**config.mk**
```make
export PLATFORM = sky130hd
export DESIGN_NAME = i2s_clkgen_tdm
export DESIGN_NICKNAME = d
export VERILOG_FILES = /design/src/rtl/i2s_clkgen_tdm.sv
export SDC_FILE = /design/constraint.sdc
export NUM_CORES = 1
export LEC_CHECK = 0
export BUFFER_PORTS_ARGS = -buffer_cell sky130_fd_sc_hd__buf_2
export CORE_MARGIN = 3
export CORE_UTILIZATION = 36
export DETAILED_ROUTE_END_ITERATION = 6
export PLACE_DENSITY = 0.6
export SYNTH_ARGS = -nofsm -noshare
export SYNTH_HDL_FRONTEND = slang
export SYNTH_SLANG_ARGS = --single-unit
```
**constraint.sdc**
```tcl
create_clock -name clk_i -period 3.5 [get_ports clk_i]
set_clock_uncertainty 0.05 [all_clocks]
set_input_delay 0.35 -clock clk_i [delete_from_list [all_inputs] [get_ports clk_i]]
set_output_delay 0.35 -clock clk_i [all_outputs]
set_load 0.05 [all_outputs]
```
**src/rtl/i2s_clkgen_tdm.sv**
```systemverilog
// I2S/TDM bit-clock and frame-clock generator running in the MCLK domain.
// Produces SCLK, LRCLK/FSYNC and single-cycle strobes plus slot/bit indices.
module i2s_clkgen_tdm #(
    parameter int MCLK_PER_SCLK = 4,
    parameter int SLOT_BITS     = 32,
    parameter int SLOTS         = 2,
    localparam int SW = ($clog2(SLOTS) > 1) ? $clog2(SLOTS) : 1,
    localparam int BW = ($clog2(SLOT_BITS) > 1) ? $clog2(SLOT_BITS) : 1
) (
    input  logic          clk_i,
    input  logic          rst_i,
    input  logic          en_i,
    input  logic [1:0]    mode_i,
    output logic          sclk_o,
    output logic          lrclk_o,
    output logic          bit_strobe_o,
    output logic          sample_strobe_o,
    output logic          frame_start_o,
    output logic [SW-1:0] slot_idx_o,
    output logic [BW-1:0] bit_idx_o,
    output logic          active_o
);

    localparam int H  = MCLK_PER_SCLK / 2;
    localparam int F  = SLOTS * SLOT_BITS;
    localparam int PW = ($clog2(MCLK_PER_SCLK) > 1) ? $clog2(MCLK_PER_SCLK) : 1;
    localparam int GW = $clog2(F) + 1;

    if (MCLK_PER_SCLK < 2 || (MCLK_PER_SCLK % 2) != 0 || SLOT_BITS < 2 ||
        SLOTS < 2 || (SLOTS % 2) != 0) begin : gBadParams
        $error("i2s_clkgen_tdm: illegal parameter combination");
    end

    typedef enum logic [1:0] {IDLE, RUN, STOP} state_t;

    state_t          state_q, state_d;
    logic [PW-1:0]   phase_q, phase_d;
    logic [BW-1:0]   bit_q, bit_d;
    logic [SW-1:0]   slot_q, slot_d;
    logic [1:0]      mode_q, mode_d;

    logic            sclk_q, sclk_d;
    logic            lrclk_q, lrclk_d;
    logic            bitStrobe_q, bitStrobe_d;
    logic            sampleStrobe_q, sampleStrobe_d;
    logic            frameStart_q, frameStart_d;
    logic            active_q, active_d;

    logic            lastPhase, lastBit, lastSlot, frameEnd, startFrame;
    logic [GW-1:0]   g_d;

    assign lastPhase = (phase_q == PW'(MCLK_PER_SCLK - 1));
    assign lastBit   = (bit_q == BW'(SLOT_BITS - 1));
    assign lastSlot  = (slot_q == SW'(SLOTS - 1));
    assign frameEnd  = lastPhase && lastBit && lastSlot;

    // RUN and STOP only differ in whether the frame boundary restarts or idles.
    always_comb begin
        state_d    = state_q;
        startFrame = 1'b0;
        case (state_q)
            IDLE: begin
                if (en_i) begin
                    state_d    = RUN;
                    startFrame = 1'b1;
                end
            end
            RUN, STOP: begin
                if (frameEnd) begin
                    if (en_i) begin
                        state_d    = RUN;
                        startFrame = 1'b1;
                    end else begin
                        state_d = IDLE;
                    end
                end else begin
                    state_d = en_i ? RUN : STOP;
                end
            end
            default: state_d = IDLE;
        endcase
    end

    always_comb begin
        phase_d = '0;
        bit_d   = '0;
        slot_d  = '0;
        mode_d  = startFrame ? mode_i : mode_q;
        if (state_q != IDLE && !frameEnd) begin
            phase_d = lastPhase ? '0 : phase_q + PW'(1);
            bit_d   = bit_q;
            slot_d  = slot_q;
            if (lastPhase) begin
                bit_d = lastBit ? '0 : bit_q + BW'(1);
                if (lastBit) begin
                    slot_d = slot_q + SW'(1);
                end
            end
        end
    end

    assign g_d = GW'(slot_d) * GW'(SLOT_BITS) + GW'(bit_d);

    // Outputs are decoded from the next counter values so they register in step.
    always_comb begin
        active_d       = (state_d != IDLE);
        sclk_d         = active_d && (phase_d >= PW'(H));
        bitStrobe_d    = active_d && (phase_d == '0);
        sampleStrobe_d = active_d && (phase_d == PW'(H));
        frameStart_d   = bitStrobe_d && (g_d == '0);
        case (mode_d)
            2'd1:    lrclk_d = (g_d < GW'(F / 2));
            2'd2:    lrclk_d = (g_d == GW'(F - 1));
            default: lrclk_d = (g_d >= GW'(F / 2 - 1)) && (g_d <= GW'(F - 2));
        endcase
        lrclk_d = lrclk_d && active_d;
    end

    always_ff @(posedge clk_i) begin
        if (rst_i) begin
            state_q        <= IDLE;
            phase_q        <= '0;
            bit_q          <= '0;
            slot_q         <= '0;
            mode_q         <= '0;
            sclk_q         <= 1'b0;
            lrclk_q        <= 1'b0;
            bitStrobe_q    <= 1'b0;
            sampleStrobe_q <= 1'b0;
            frameStart_q   <= 1'b0;
            active_q       <= 1'b0;
        end else begin
            state_q        <= state_d;
            phase_q        <= phase_d;
            bit_q          <= bit_d;
            slot_q         <= slot_d;
            mode_q         <= mode_d;
            sclk_q         <= sclk_d;
            lrclk_q        <= lrclk_d;
            bitStrobe_q    <= bitStrobe_d;
            sampleStrobe_q <= sampleStrobe_d;
            frameStart_q   <= frameStart_d;
            active_q       <= active_d;
        end
    end

    assign sclk_o          = sclk_q;
    assign lrclk_o         = lrclk_q;
    assign bit_strobe_o    = bitStrobe_q;
    assign sample_strobe_o = sampleStrobe_q;
    assign frame_start_o   = frameStart_q;
    assign slot_idx_o      = slot_q;
    assign bit_idx_o       = bit_q;
    assign active_o        = active_q;

endmodule

```
==> out/qor.csv, run 1 <==
stage,metric,value,unit
global_routing,vias in the first global route,726,
synth,"top cells by area, synth","dfxtp_1 39%, ha_1 9.5%, nor2_1 4.9%, mux2i_1 3.3%, nor3_1 3.3%",
timing,Tcrit/Tclk final,0.8132,
layout,Antenna diodes,0,
synth,Async SR Flop Fraction,0,
placement,port bufs,16,
layout,final net count,131,
run,max-cap viol count,0,
detailed_routing,DRC viols,0,
timing,fin crit period,2846,ps
synth,syn_nets,115,
global_routing,largest net degree at the start of global routing,20,
timing,Final Hold Fails,0,
critical_path,crit path kind,reg -> reg,
clock_tree,postcts setup bufs,0,
layout,area grow syn2layout,13.28,%
synth,Synth cell types,34,
clock_tree,hold_buf cts,0,
layout,"Design Area, Final",1046,sq um
placement,Final GP Congestion,0.7898,
synth,Cells after Synth,103,
clock_tree,H-tree levels,1,
clock_tree,Clock Tree Root,clkbuf_4,
floorplanning,Site Rows,17,
critical_path,CP arrival,3010,ps
detailed_routing,DR vias,784,
detailed_routing,antenna violation net count after detailed routing,0,
clock_tree,PostCTS Resize Cnt,0,
detailed_routing,post-DR vias/cell,5.370,
detailed_routing,initial drt markers,5,
timing,Final Slew Violations,0,
global_routing,Congestion Overflow GR,0,
synth,"top cells by count, synth","18 x dfxtp_1, 12 x nor2_1, 7 x ha_1",
clock_tree,clk buf depth,2,
layout,share of cells above drive strength 1,0.1949,
run_status,status,finished clean,
floorplanning,Die Span Y,56.65,microns
clock_tree,"Clk pin slew, worst setup/hold paths",100,ps
placement,post-DP HPWL,1403,microns
global_routing,gr usage total,0.1161,
clock_tree,"Clk Latency, worst-skew pair",290,ps
synth,"Cell Area, Synth",923.4,sq um
synth,ys flop type,dfxtp_1,
timing,Worst-Margin Slew,659.2,ps
detailed_routing,routed len/inst,12.40,microns
detailed_routing,Pre-Repair DR Iteration Count,4,
floorplanning,Initial Util,0.3983,
timing,Slew HR,0.5605,
critical_path,CP required,3660,ps
floorplanning,die area,3209,sq um
synth,syn_area_per_cell,8.965,sq um
timing,setup TNS,0,ps
placement,dpl cell area,1010,sq um
critical_path,CP Launch Type,flop,
synth,post-synth top area share,0.3902,
timing,Setup Viol. Count Final,0,
global_routing,first-pass GRT wire length,3015,microns
critical_path,reg-to-reg setup timing slack,650,ps
global_routing,initial antenna violation count,0,
synth,most frequent cell after synthesis,dfxtp_1,
power_and_ir_drop,P_leak,0.4651,nW
synth,Yosys warning count,0,
critical_path,Worst Path Max Fanout,9,
floorplanning,I/O Pins,17,
clock_tree,Num Clock Sinks,18,
timing,f_max,351.3,MHz
critical_path,crit end category,flop,
clock_tree,CTS tree,yes,
synth,Synth Register Bits,18,
power_and_ir_drop,Max VDD drop,0.2898,mV
detailed_routing,final WL,1811,microns
hold_path,worst min-delay path class,in -> reg,
power_and_ir_drop,power per standard cell area,455.2,nW/um^2
synth,"EDFF count, synth",0,
synth,Yosys top cell by area,dfxtp_1,
floorplanning,CORE AREA,2318,sq um
clock_tree,number of buffers created by CTS,3,
floorplanning,DIE WIDTH,56.65,microns
synth,register area share after synthesis,0.3902,
timing,RSZ-0062 raised after global routing,false,
[critical path, cell delays in order (launching register included)]
cell      delay, ps
dfxtp_1         480
ha_1            230
and3_1          160
ha_1            330
a41oi_1         160
nor3b_1         370
mux2i_1         330
inv_1            70
ha_1            310
nor2_1           60
a221oi_2        210
[worst paths after layout]
| check | to | start | depth (start not counted) |
|---|---|---|---|
| worst min register to register | phase_q[0]$_SDFF_PP0_ | phase_q[0]$_SDFF_PP0_ | 1 |
| worst min-delay path | state_q[1]$_SDFF_PP0_ | en_i | 2 |
| worst max-delay path | lrclk_o$_SDFF_PP0_ | bit_idx_o[0]$_SDFF_PP0_ | 10 |
| worst max register to register | lrclk_o$_SDFF_PP0_ | bit_idx_o[0]$_SDFF_PP0_ | 10 |
[stage by stage]
step / hold WS (ps) / worst slack, ps / std cells / power, mW / utilization
2_1_floorplan: 378.7 / 594.7 / 103 / 0.3334 / -
3_3_place_gp: 428.9 / 771.4 / 142 / 0.3555 / 0.4355
3_5_place_dp: 427.2 / 640.5 / 142 / 0.3574 / 0.4355
4_1_cts: 222.0 / 619.4 / 146 / 0.4835 / 0.4512
5_1_grt: 223.0 / 336.9 / 146 / 0.5063 / 0.4512
6_report: 230.8 / 653.7 / 146 / 0.4761 / 0.4512
[state kept, by name (all words and copies together), names as in the netlist, 2 cells and up]
register	count
phase_q	2
mode_q	2
state_q	2
bit_idx_o	5
[cells by family (layout without fill, tap and decap cells)]
kind of cell    after synthesis  count (layout)  synth area share
mux                           3               3           0.03252
flops                        18              18            0.3902
xor+xnor                      3               3           0.02846
buf+inv                      12              27           0.06369
simple gates                 39              39            0.2073
compound gates               21              21            0.1829
fa+ha+maj                     7               7           0.09485
[per-layer routing]
layer  part of all wire  global-route usage  vias to the layer above  wire length [microns]
met5                  0                   0                        -                      0
met1               0.46              0.1391                      372                    839
met3              0.040             0.02299                        0                     72
met4                  0             0.02034                        0                      0
met2               0.50              0.2129                       14                    899
li1                   -                   -                      398                      -
[report_power, final]
group,internal (mW),switching [mW]
clock,0.0633,0.0619
sequential,0.222,0.00663
combinational,0.0371,0.0853
total,0.322,0.154
[layout make-up]
class                           count  area [sq um]
Clock buffer                        4         36.28
Multi-Input combinational cell     73         504.2
Tap cell                           28         35.03
Fill cell                         238          1272
Timing Repair Buffer               17         87.58
Inverter                            6         22.52
Sequential cell                    18         360.3
[placed cells by master, fill, tap and decap left out]
cell and n:
a2111oi_0 1, a2111oi_4 1, a21boi_1 1, a21oi_1 5, a221oi_2 1, a22oi_1 1
a31oi_1 3, a32oi_1 1, a41o_1 1, a41oi_1 1, and3_1 2, buf_2 16
buf_4 1, clkbuf_4 3, clkbuf_8 1, dfxtp_1 18, ha_1 7, inv_1 6
mux2i_1 3, nand2_1 6, nand2b_1 1, nand3_1 2, nand3b_1 1, nand4_1 2
nor2_1 12, nor2b_1 4, nor3_1 6, nor3b_1 1, nor4_1 2, o21a_1 1
o21ai_0 2, o21ai_1 1, o221ai_1 1, xor2_1 3
No activity file was read; power rests on OpenSTA's default activity.
==> inputs of run 2 (changes only) <==
- PLACE_DENSITY: 0.6 -> 0.62
- clock period: 3.5 -> 2.4 ns (I/O delays scaled with it)
==> run 2 against run 1 <==
Net effect: die area did not move; via count grew 7.8%; critical path depth rose by 2; sequential power grew 45%; combinational power up 110%; first-iteration DRC count increased to 4.2 times the previous value; global-route usage rose by 2.1 points; clock-buffer cell count stayed put; non-clock buffer count increased by 14; final cell count rose by 9.6%; flip-flop and latch count unchanged; total power rose by 62%; critical endpoint unchanged.
==> out/qor.csv, run 2 (synthesized netlist as in run 1, its figures left out) <==
stage,metric,value,unit,change
run_status,status,finished clean,,
run,max-cap viol count,0,,unchanged
critical_path,reg-to-reg setup timing slack,10,ps,-640 ps
timing,Worst-Margin Slew,416.2,ps,-243.0 ps
power_and_ir_drop,Design Power,0.7731,mW,+62%
hold_path,worst min-delay path class,in -> reg,,
placement,Final GP Congestion,0.7619,,-3.5%
timing,RSZ-0062 raised after global routing,true,,
critical_path,Worst Path Max Fanout,3,,-6
detailed_routing,initial drt markers,21,,+16
timing,Tcrit/Tclk final,0.9952,,+0.1820
clock_tree,Clock Tree Root,clkbuf_4,,
placement,Post-Place Cells,149,,+4.9%
global_routing,first-pass GRT wire length,3539,microns,+17%
layout,number of flip-flops under the largest register name,5,,unchanged
layout,final net count,145,,+11%
placement,pre-CTS WS,-17.73,ps,-658.3 ps
floorplanning,Die Span Y,56.65,microns,unchanged
critical_path,crit path from,bit_idx_o[0]$_SDFF_PP0_,,
clock_tree,H-tree levels,1,,unchanged
clock_tree,CTS tree,yes,,
critical_path,crit end category,flop,,
floorplanning,die area,3209,sq um,unchanged
timing,f_max,418.7,MHz,+19%
detailed_routing,DR vias,845,,+7.8%
critical_path,crit path to,lrclk_o$_SDFF_PP0_,,
detailed_routing,Pre-Repair DR Iteration Count,4,,unchanged
detailed_routing,post-DR vias/cell,5.281,,-1.7%
timing,hold slack,114.5,ps,-116.3 ps
critical_path,FF-to-FF Start,bit_idx_o[0]$_SDFF_PP0_,,
placement,post-DP HPWL,1467,microns,+4.5%
global_routing,initial antenna violation count,0,,unchanged
critical_path,crit path kind,reg -> reg,,
layout,"Design Area, Final",1277,sq um,+22%
power_and_ir_drop,Max VDD drop,0.3844,mV,+33%
layout,Layout Cells excl Fill,160,,+9.6%
global_routing,gr usage total,0.1374,,+0.02132
layout,area grow syn2layout,38.35,%,
layout,final core occ,0.5510,,+0.09984
critical_path,FF-to-FF path depth,12,,+2
placement,port bufs,16,,unchanged
layout,Layout fillers,203,,-15%
floorplanning,Site Rows,17,,unchanged
clock_tree,hold_buf cts,0,,unchanged
timing,Slew HR,0.7212,,+0.1607
critical_path,CP required,2520,ps,-1140 ps
clock_tree,"Clk Latency, worst-skew pair",290,ps,about the same
global_routing,Congestion Overflow GR,0,,unchanged
clock_tree,number of buffers created by CTS,3,,unchanged
timing,Final Hold Fails,0,,unchanged
global_routing,vias in the first global route,836,,+15%
power_and_ir_drop,P_leak,0.5411,nW,+16%
detailed_routing,DRC viols,0,,unchanged
clock_tree,clk buf depth,2,,unchanged
timing,final worst slack,11.46,ps,-642.2 ps
power_and_ir_drop,power per standard cell area,605.2,nW/um^2,+33%
layout,Antenna diodes,0,,unchanged
critical_path,CP arrival,2510,ps,-500 ps
layout,"commonest non-fill, non-tap cell in the layout",buf_2,,
critical_path,R2R Path End,lrclk_o$_SDFF_PP0_,,
floorplanning,DIE WIDTH,56.65,microns,unchanged
layout,Multi-input gate area,601.8,sq um,+19%
timing,Setup Viol. Count Final,0,,unchanged
layout,most frequent cells in the layout,"16 x buf_2, 13 x buf_4, 12 x dfxtp_1",,
timing,fin crit period,2389,ps,-457.8 ps
critical_path,CP Launch Type,flop,,
clock_tree,Num Clock Sinks,18,,unchanged
global_routing,largest net degree at the start of global routing,20,,unchanged
detailed_routing,antenna violation net count after detailed routing,0,,unchanged
layout,share of cells above drive strength 1,0.4091,,+0.2142
detailed_routing,final WL,2122,microns,+17%
floorplanning,I/O Pins,17,,unchanged
timing,setup TNS,0,ps,unchanged
clock_tree,"Clk pin slew, worst setup/hold paths",110,ps,about the same
floorplanning,CORE AREA,2318,sq um,unchanged
layout,register area,372.9,sq um,+3.5%
timing,Final Slew Violations,0,,unchanged
placement,dpl cell area,1102,sq um,+9.2%
floorplanning,Initial Util,0.3983,,unchanged
detailed_routing,routed len/inst,13.26,microns,+6.9%
==> run 2: cell types whose count changed in the layout (fill, tap and decap cells not counted), moves of 2 or more <==
cell / change
ha_4: +4
mux2i_1: -2
buf_4: +12
ha_1: -4
dfxtp_1: -6
dfxtp_4: +2
dfxtp_2: +4
==> run 2: worst max-delay path, stage by stage (launching register included) <==
cell      delay, ps
dfxtp_4         380
ha_4            140
and3_4          180
ha_4            150
a41oi_2          90
nor3b_2         290
buf_4           180
mux2i_4         250
inv_1            70
ha_1            200
nor2b_1         150
nor2_4           90
a221oi_2         60
==> run 2: worst min path at each step <==
stage / from / endpoint / cells after the start
finish: en_i / state_q[1]$_SDFF_PP0_ / 2
global placement: en_i / state_q[1]$_SDFF_PP0_ / 2
detailed placement: en_i / state_q[1]$_SDFF_PP0_ / 2
floorplan: en_i / state_q[1]$_SDFF_PP0_ / 1
global route: en_i / state_q[1]$_SDFF_PP0_ / 2
CTS: en_i / state_q[1]$_SDFF_PP0_ / 2
==> run 2: what timing repair did <==
action / CTS / global route
setup endpoints to repair: 1 / 1
gates resized for setup: 1 / 14
pin swaps: 1 / 5
setup buffers: 1 / 6
gates cloned: 0 / 0
==> run 2: area by class of cell <==
cell class,count,share of cell area
timing repair buffer,31,0.1636
inverter,6,0.01763
clock buffer,4,0.02840
sequential,18,0.2919
tap,28,0.02742
multi-input combinational,73,0.4711
==> run 2: per-layer routing <==
metal | wire, microns | global-route usage
met2 | 1058 | 0.2310
met3 | 83 | 0.02529
met1 | 925 | 0.1641
met5 | 0 | 0
met4 | 54 | 0.07119
==> run 2: report_power, final <==
| part | leakage (nW) | total [mW] | switching [mW] | internal [mW] |
|---|---|---|---|---|
| logic | 0.370 | 0.255 | 0.152 | 0.103 |
| registers | 0.150 | 0.333 | 0.0110 | 0.322 |
| clock network | 0.0210 | 0.185 | 0.0927 | 0.0923 |
| total | 0.541 | 0.773 | 0.256 | 0.518 |
